`src/rtl/ps2_scancode_decoder_if.sv`:
```
// Byte-in / event-out bundle for the PS/2 scan-code decoder.
// The mods bus exists only when PS2_MODIFIER_TRACK_EN is defined.
interface ps2_scancode_decoder_if;
    logic [7:0] rx_data;
    logic       rx_valid;
    logic [7:0] evt_code;
    logic       evt_ext;
    logic       evt_brk;
    logic       evt_valid;
    logic       evt_ready;
    logic       ovf;
    logic       ovf_clr;
`ifdef PS2_MODIFIER_TRACK_EN
    logic [2:0] mods;
`endif

    modport master (
        input  rx_data, rx_valid, evt_ready, ovf_clr,
        output evt_code, evt_ext, evt_brk, evt_valid, ovf
`ifdef PS2_MODIFIER_TRACK_EN
        , output mods
`endif
    );

    modport slave (
        output rx_data, rx_valid, evt_ready, ovf_clr,
        input  evt_code, evt_ext, evt_brk, evt_valid, ovf
`ifdef PS2_MODIFIER_TRACK_EN
        , input mods
`endif
    );
endinterface

```
`src/rtl/ps2_scancode_decoder.sv`:
```
// Folds PS/2 set-2 E0/F0 prefixes into key events and queues them in a small FIFO.
// Define PS2_MODIFIER_TRACK_EN to add the {alt, ctrl, shift} mods output.
module ps2_scancode_decoder #(
    parameter int unsigned DEPTH   = 4,
    parameter int unsigned TIMEOUT = 2500000
) (
    input  logic                          clk25,
    input  logic                          reset_n,
    ps2_scancode_decoder_if.master        bus
);
    localparam int unsigned AW = $clog2(DEPTH);
    localparam int unsigned PW = AW + 1;
    localparam int unsigned CW = $clog2(TIMEOUT);

    typedef struct packed {
        logic       ext;
        logic       brk;
        logic [7:0] code;
    } evt_t;

    typedef enum logic [1:0] {
        IDLE    = 2'd0,
        EXT     = 2'd1,
        BRK     = 2'd2,
        EXT_BRK = 2'd3
    } state_e;

    state_e          state_q, state_d;
    logic [CW-1:0]   cnt_q, cnt_d;
    logic [PW-1:0]   wr_q, wr_d;
    logic [PW-1:0]   rd_q, rd_d;
    evt_t            mem_q [DEPTH];
    evt_t            mem_d [DEPTH];
    logic            ovf_q, ovf_d;

    logic            byte_ignored;
    logic            is_ext;
    logic            is_brk;
    logic            push;
    logic            pop;
    logic            push_ok;
    logic            full;
    logic            empty;
    evt_t            push_evt;
    evt_t            head;

    // Prefix FSM and timeout; reply/error bytes never touch state or the counter
    always_comb begin
        state_d      = state_q;
        cnt_d        = cnt_q;
        push         = 1'b0;
        byte_ignored = bus.rx_data inside {8'h00, 8'hAA, 8'hEE, 8'hFA, 8'hFE, 8'hFF};
        is_ext       = (state_q == EXT) || (state_q == EXT_BRK);
        is_brk       = (state_q == BRK) || (state_q == EXT_BRK);
        push_evt     = '{ext: is_ext, brk: is_brk, code: bus.rx_data};

        if (state_q != IDLE) begin
            if (cnt_q == CW'(TIMEOUT - 1)) begin
                state_d = IDLE;
                cnt_d   = '0;
            end else begin
                cnt_d = cnt_q + CW'(1);
            end
        end

        if (bus.rx_valid && !byte_ignored) begin
            cnt_d = '0;
            if (bus.rx_data == 8'hE0) begin
                state_d = is_brk ? EXT_BRK : EXT;
            end else if (bus.rx_data == 8'hF0) begin
                state_d = is_ext ? EXT_BRK : BRK;
            end else begin
                state_d = IDLE;
                push    = 1'b1;
            end
        end
    end

    // Event FIFO; a pop in the same cycle frees the slot for a push into a full FIFO
    always_comb begin
        empty   = (wr_q == rd_q);
        full    = (wr_q[AW-1:0] == rd_q[AW-1:0]) && (wr_q[AW] != rd_q[AW]);
        pop     = !empty && bus.evt_ready;
        push_ok = push && (!full || pop);
        mem_d   = mem_q;
        if (push_ok) begin
            mem_d[wr_q[AW-1:0]] = push_evt;
        end
        wr_d  = wr_q + PW'(push_ok);
        rd_d  = rd_q + PW'(pop);
        ovf_d = (ovf_q && !bus.ovf_clr) || (push && full && !pop);
        head  = mem_q[rd_q[AW-1:0]];
    end

    always_ff @(posedge clk25) begin
        if (!reset_n) begin
            state_q <= IDLE;
            cnt_q   <= '0;
            wr_q    <= '0;
            rd_q    <= '0;
            ovf_q   <= 1'b0;
            for (int i = 0; i < int'(DEPTH); i++) begin
                mem_q[i] <= '0;
            end
        end else begin
            state_q <= state_d;
            cnt_q   <= cnt_d;
            wr_q    <= wr_d;
            rd_q    <= rd_d;
            ovf_q   <= ovf_d;
            mem_q   <= mem_d;
        end
    end

    assign bus.evt_code  = head.code;
    assign bus.evt_ext   = head.ext;
    assign bus.evt_brk   = head.brk;
    assign bus.evt_valid = !empty;
    assign bus.ovf       = ovf_q;

`ifdef PS2_MODIFIER_TRACK_EN
    // side bits: {alt_r, alt_l, ctrl_r, ctrl_l, shift_r, shift_l}
    logic [5:0] side_q, side_d;
    logic [2:0] mods_q, mods_d;

    // Tracks make/break of each modifier side, even when the FIFO drops the event
    always_comb begin
        side_d = side_q;
        if (push) begin
            case ({push_evt.ext, push_evt.code})
                {1'b0, 8'h12}: side_d[0] = !push_evt.brk;
                {1'b0, 8'h59}: side_d[1] = !push_evt.brk;
                {1'b0, 8'h14}: side_d[2] = !push_evt.brk;
                {1'b1, 8'h14}: side_d[3] = !push_evt.brk;
                {1'b0, 8'h11}: side_d[4] = !push_evt.brk;
                {1'b1, 8'h11}: side_d[5] = !push_evt.brk;
                default:       side_d    = side_q;
            endcase
        end
        mods_d = {side_d[5] | side_d[4], side_d[3] | side_d[2], side_d[1] | side_d[0]};
    end

    always_ff @(posedge clk25) begin
        if (!reset_n) begin
            side_q <= '0;
            mods_q <= '0;
        end else begin
            side_q <= side_d;
            mods_q <= mods_d;
        end
    end

    assign bus.mods = mods_q;
`endif
endmodule

```
`src/flat_wrapper.sv`:
```
// flat-port wrapper written by rule: the top's interface ports become plain ports
module ps2_scancode_decoder_flat 
#(
    parameter int unsigned DEPTH   = 4,
    parameter int unsigned TIMEOUT = 2500000
)
  (clk25, reset_n, bus_rx_data, bus_rx_valid, bus_evt_ready, bus_ovf_clr, bus_evt_code, bus_evt_ext, bus_evt_brk, bus_evt_valid, bus_ovf);
  ps2_scancode_decoder_if bus_i ();
  input  logic clk25;
  input  logic reset_n;
  input wire logic [$bits(bus_i.rx_data)-1:0] bus_rx_data;
  input wire logic [$bits(bus_i.rx_valid)-1:0] bus_rx_valid;
  input wire logic [$bits(bus_i.evt_ready)-1:0] bus_evt_ready;
  input wire logic [$bits(bus_i.ovf_clr)-1:0] bus_ovf_clr;
  output wire logic [$bits(bus_i.evt_code)-1:0] bus_evt_code;
  output wire logic [$bits(bus_i.evt_ext)-1:0] bus_evt_ext;
  output wire logic [$bits(bus_i.evt_brk)-1:0] bus_evt_brk;
  output wire logic [$bits(bus_i.evt_valid)-1:0] bus_evt_valid;
  output wire logic [$bits(bus_i.ovf)-1:0] bus_ovf;
  assign bus_i.rx_data = bus_rx_data;
  assign bus_i.rx_valid = bus_rx_valid;
  assign bus_i.evt_ready = bus_evt_ready;
  assign bus_i.ovf_clr = bus_ovf_clr;
  assign bus_evt_code = bus_i.evt_code;
  assign bus_evt_ext = bus_i.evt_ext;
  assign bus_evt_brk = bus_i.evt_brk;
  assign bus_evt_valid = bus_i.evt_valid;
  assign bus_ovf = bus_i.ovf;
  ps2_scancode_decoder #(.DEPTH(DEPTH), .TIMEOUT(TIMEOUT)) u_core (.clk25(clk25), .reset_n(reset_n), .bus(bus_i));
endmodule
```
`config.mk`:
```
export PLATFORM = sky130hd
export DESIGN_NAME = ps2_scancode_decoder_flat
export DESIGN_NICKNAME = d
export VERILOG_FILES = /design/src/rtl/ps2_scancode_decoder_if.sv /design/src/rtl/ps2_scancode_decoder.sv /design/src/flat_wrapper.sv
export SDC_FILE = /design/constraint.sdc
export NUM_CORES = 1
export LEC_CHECK = 0
export ABC_AREA = 1
export ABC_CLOCK_PERIOD_IN_PS = 2500
export CORE_MARGIN = 1
export CORE_UTILIZATION = 51
export CTS_BUF_LIST = sky130_fd_sc_hd__clkbuf_2 sky130_fd_sc_hd__clkbuf_4 sky130_fd_sc_hd__clkbuf_8
export DETAILED_ROUTE_END_ITERATION = 7
export PLACE_DENSITY = 0.68
export SLEW_MARGIN = 30
export SYNTH_ARGS = -nofsm -noshare
export SYNTH_HDL_FRONTEND = slang
export SYNTH_SLANG_ARGS = --single-unit
```
`constraint.sdc`:
```
create_clock -name clk25 -period 2.5 [get_ports clk25]
set_input_delay 0.5 -clock clk25 [delete_from_list [all_inputs] [get_ports clk25]]
set_output_delay 0.5 -clock clk25 [all_outputs]
set_load 0.01 [all_outputs]
```
## After elaboration in Yosys (flattened, before gate mapping)

Cells that the tools add are included.

- Register bits: 71
- Input bits: 13
- Logic and storage cells: 81
- Output and inout port bits: 12

- Reductions and logical operators: 24
- Order comparisons: 3
- Multiplexer cells: 17
- Equal/unequal tests: 14
- Bitwise gates (word level): 3
- Add/subtract/negate cells: 3

Operators by type and width:

| cell | number |
|---|---|
| 8-bit == test, second input constant | 7 |
| 40-bit bitwise mux | 1 |
| 10-bit 2-to-1 mux | 3 |
| 22-bit by 1-bit adder with 22-bit output, second input constant | 1 |
| 22-bit == test, second input constant | 1 |
| 22-bit 2-to-1 mux | 1 |
| 10-bit binary-select mux with 2-bit select | 1 |
| 10-bit demux with 2-bit select | 1 |
| 2-bit 2-to-1 mux | 6 |
| 1-bit logical AND | 8 |
| 8-bit zero test | 1 |
| 3-bit by 1-bit adder with 3-bit output | 2 |
| 3-bit >= comparator, second input constant | 2 |
| 2-bit NOT with 3-bit output | 2 |
| 2-bit nonzero test | 3 |
| 6-bit nonzero test | 1 |
| 1-bit zero test | 5 |
| 2-bit == test, second input constant | 2 |
| 1-bit logical OR | 4 |
| 1-bit 2-to-1 mux | 4 |
| 3-bit == test | 1 |
| 3-bit by 1-bit less-than comparator with 1-bit output, second input constant | 1 |
| 2-bit by 1-bit == test with 1-bit output, second input constant | 1 |
| 2-bit == test | 1 |
| other kinds (4) | 4 |

## Logic depth before layout (Yosys ltp)

Gate-level depths: netlist (run 1).

- Depth in word-level cells: 8
- Mapped depth: 13
- Gate-level depth less buffers: 12

## Least setup slack after synthesis (run 1)

No wires, ideal clock.

- Kind: input-to-reg
- Start point: input port bus_rx_data[4]
- End point: register u_core.wr_q[2]
- Setup time: 0.116 ns
- Path slack: 0.599 ns
- Data arrival time: 1.785 ns
- Path buffers: 1
- Stages: 13
- Cells stage by stage: inv_2 > nand2_1 > nor2_1 > nand2_1 > nand2_2 > nor2_4 > nand3_1 > nor2_2 > buf_4 > ha_1 > ha_1 > xnor2_1 > nor2_1

- Longest elaborated chain between the ends: 7

RTL lines:

| what | RTL line | source |
|---|---|---|
| start, declared | flat_wrapper.sv:11 | `input wire logic [$bits(bus_i.rx_data)-1:0] bus_rx_data;` |
| 8-bit == test / 8-bit zero test (equally long branches) | ps2_scancode_decoder.sv:52 | `byte_ignored = bus.rx_data inside {8'h00, 8'hAA, 8'hEE, 8'hFA, 8'hFE, 8'hFF};` |
| 6-bit nonzero test | ps2_scancode_decoder.sv:52 |  |
| 1-bit zero test | ps2_scancode_decoder.sv:66 | `if (bus.rx_valid && !byte_ignored) begin` |
| 1-bit logical AND | ps2_scancode_decoder.sv:66 |  |
| 1-bit 2-to-1 mux (*) | ps2_scancode_decoder.sv:66 |  |
| 1-bit logical AND (*) | ps2_scancode_decoder.sv:84 | `push_ok = push && (!full \|\| pop);` |
| 3-bit by 1-bit adder with 3-bit output (*) | ps2_scancode_decoder.sv:89 | `wr_d = wr_q + PW'(push_ok);` |
| end signal, assigned | ps2_scancode_decoder.sv:108 | `wr_q <= wr_d;` |
| end, declared | ps2_scancode_decoder.sv:30 | `logic [PW-1:0] wr_q, wr_d;` |

Mark *: on every way between the ends. The rest lies on a longest branch, timed or not.
A chain may end at the register's enable or synchronous reset.

## Final worst setup path (run 1)

- Start point: register u_core.rd_q[0]
- End point: output port bus_evt_code[4]

- Longest elaborated chain between the ends: 4

RTL lines:

| what | RTL line | source |
|---|---|---|
| start, declared | ps2_scancode_decoder.sv:31 | `logic [PW-1:0] rd_q, rd_d;` |
| start signal, assigned | ps2_scancode_decoder.sv:109 | `rd_q <= rd_d;` |
| 2-bit NOT with 3-bit output (implied by the code) | ps2_scancode_decoder.sv:92 | `head = mem_q[rd_q[AW-1:0]];` |
| 10-bit binary-select mux with 2-bit select | ps2_scancode_decoder.sv:92 |  |
| 10-bit 2-to-1 mux (implied by the code) (2 in a row) | ps2_scancode_decoder.sv:92 |  |
| end, declared | flat_wrapper.sv:15 | `output wire logic [$bits(bus_i.evt_code)-1:0] bus_evt_code;` |

No other way between the ends. The select of a mux whose other input is x is not followed.

==> results of run 1 <==
registers in the layout, indices dropped and copies added (netlist names):
register        flops
u_core.state_q      2
u_core.cnt_q       22
u_core.mem_q       40
u_core.wr_q         3
u_core.bus.ovf      1
u_core.rd_q         3
critical path, cell delays in order (launching register included):
cell and delay [ns]:
dfxtp_2 0.36, inv_1 0.14, buf_6 0.19, o21ai_0 0.10, o22ai_1 0.15, clkdlybuf4s50_1 0.56
per-layer routing:
metal  up-vias  global-route usage  routed length (um)
li1       1755                   -                   -
met1      1532               0.354                4180
met2       105               0.381                3860
met3         8              0.0664                 573
met4         0              0.0561                  83
met5         -                   0                   0
path summary, 6_finish.rpt:
check,start,to
min,u_core.bus.ovf,u_core.bus.ovf
min reg2reg,u_core.bus.ovf,u_core.bus.ovf
max,u_core.rd_q[0],bus_evt_code[4]
max reg2reg,u_core.rd_q[1],u_core.wr_q[2]
cells in the final DEF, fill, tap and decap left out, types with 8 or more instances in the layout:
cell type	n
nor2_1	145
inv_1	39
buf_4	11
a21oi_1	8
nor3_1	11
nand2_1	89
clkdlybuf4s50_1	24
o21ai_0	22
clkbuf_8	11
xor2_1	12
nand3_1	58
o22ai_1	11
dfxtp_1	70
nand4_1	8
cell type report:
type / instances / share of cell area
multi-input combinational: 394 / 0.459
sequential: 71 / 0.340
timing repair buffer: 38 / 0.0873
inverter: 46 / 0.0413
clock buffer: 13 / 0.0398
tap: 96 / 0.0287
clock inverter: 3 / 0.00419
through the flow:
| stage | worst slack (ns) | area (sq um) |
|---|---|---|
| after global routing | 0.0669 | 4180 |
| after detailed placement | 0.0234 | 3990 |
| after global placement | 0.0840 | 3990 |
| after CTS | 0.0727 | 4180 |
| after floorplan | 0.599 | 3600 |
| final | 0.170 | 4180 |
power groups by stage:
stage	Combinational, mW	Clock, mW	Sequential, mW
floorplan	0.405	0	1.24
global placement	0.680	0	1.24
detailed placement	0.682	0	1.25
CTS	0.685	0.869	1.22
global route	0.760	0.926	1.23
finish	0.689	0.848	1.22
logic make-up (layout without fill, tap and decap cells):
group                    count (synthesis)  count (layout)  share of synthesized area
adder cells (fa/ha/maj)                  5               5                     0.0174
AO/OA/AOI/OAI                           44              44                     0.0674
buffers and inverters                   65             100                     0.0726
AND/OR/NAND/NOR                        327             327                      0.404
XOR/XNOR                                18              18                     0.0438
flip-flops                              71              71                      0.395
==> results.ini, run 1 <==
[synthesis]
synth_edf_count=0
postSynthAreaPerCell_sq_um=6.80
synth_most_common_cell=nor2_1
synth.top_cells.by_count=nor2_1, nand2_1, dfxtp_1
seq_area_frac_synth=0.395
synth_ff_type=dfxtp_1
synth_warnings=0
synth.top_cell.area_share=0.395
synth_top_area_cell=dfxtp_1
synth_nets=548
synth-seq-cells=71
synthCells=530
synth_area_leaders=dfxtp_1, nor2_1, nand2_1
yosysUniqueCellTypes=30
synth_area_sq_um=3600
ys_async_sr_fraction=0

[pwr]
irDropWorstVdd_mv=0.490
internal-power_mw=1.93
p_sw_mw=0.830
combPwrFrac=0.250
swShare=0.301
power_density_nw_per_um2=660
p_total_mw=2.76
clkPwrFrac=0.307
p_leak_nw=1.72
seqPwrFrac=0.443

[finish]
nets=578
finalNonFillerCells=661
area_delta_synth_final_pct=16.2
fillers=653
seqCellArea_sq_um=1420
antennaDiodeCount=0
final_util=0.616
multiInputGateArea_sq_um=1920
drive_gt1_frac=0.0850

[min_path]
hold_path.class=flip-flop to flip-flop
holdPathStages=2

[cts]
cts.clk_slew.worst_paths_ns=0.07
cts_resized=0
clk_latency_ns=0.34
clock_sinks=71
cts_hold_buf=0
cts_setup_buffers=0
cts_made_buffers=9
cts_tree=built
htree_levels=3
clk_path_buf_depth=2
cts_root_buffer=clkbuf_8

[global_routing]
grt_pass1_wl_um=14300
grt.overflow.total=0
antenna_found_initial=0
first_global_vias=2910
grt_max_degree=34
grtUsageTotal=0.250

[timing]
worstMarginPinSlew_ns=0.500
max_freq_mhz=429
finalCritPeriodShare=0.932
skew_ns=0.00732
setup-violations-final=0
relSlewSlack=0.665
rsz0062_at_grt=false
fin_tns_setup_ns=0
fin_crit_ns=2.33
finalHoldViolations=0
hold_slack_ns=0.470
slew_violations=0

[setup_path]
crit_arrival_ns=1.83
path_max_fanout=16
worstPathRequired_ns=2.00
startpoint_type=flip-flop
crit_type=flip-flop to primary output
r2r_slack_ns=0.64
worstRegToRegCells=10
cp-end-kind=primary output

[die]
die_width_um=86.0
rows=30
initial_utilization=0.530
core-area_sq_um=6790
die_y_um=86.0
boundaryPins=25
dieArea_sq_um=7400

[detailed_routing]
viasPerCell=5.14
wire_per_inst_um=13.2
drc=0
wirelength_um=8700
num_vias=3400
ant_nets=0
first_pass_iters=6
drtIter0Drc=214

[outcome]
status=finished clean

[placement]
io_buffers=24
place.detailed.hpwl_um=6100
gp_congestion=0.858
dp_cells=645

[run]
cap_violations=0

(Power assumes the default switching activity.)
==> inputs of run 2 (changes only) <==
--- a/config.mk
+++ b/config.mk
@@ -7,10 +7,10 @@
 export LEC_CHECK = 0
 export ABC_AREA = 1
 export ABC_CLOCK_PERIOD_IN_PS = 2500
-export CORE_MARGIN = 1
 export CORE_UTILIZATION = 51
 export CTS_BUF_LIST = sky130_fd_sc_hd__clkbuf_2 sky130_fd_sc_hd__clkbuf_4 sky130_fd_sc_hd__clkbuf_8
 export DETAILED_ROUTE_END_ITERATION = 7
+export HOLD_SLACK_MARGIN = 0.15
 export PLACE_DENSITY = 0.68
 export SLEW_MARGIN = 30
 export SYNTH_ARGS = -nofsm -noshare
==> results of run 2 <==
No change in the layout: final DEF, timing and power equal those of run 1.
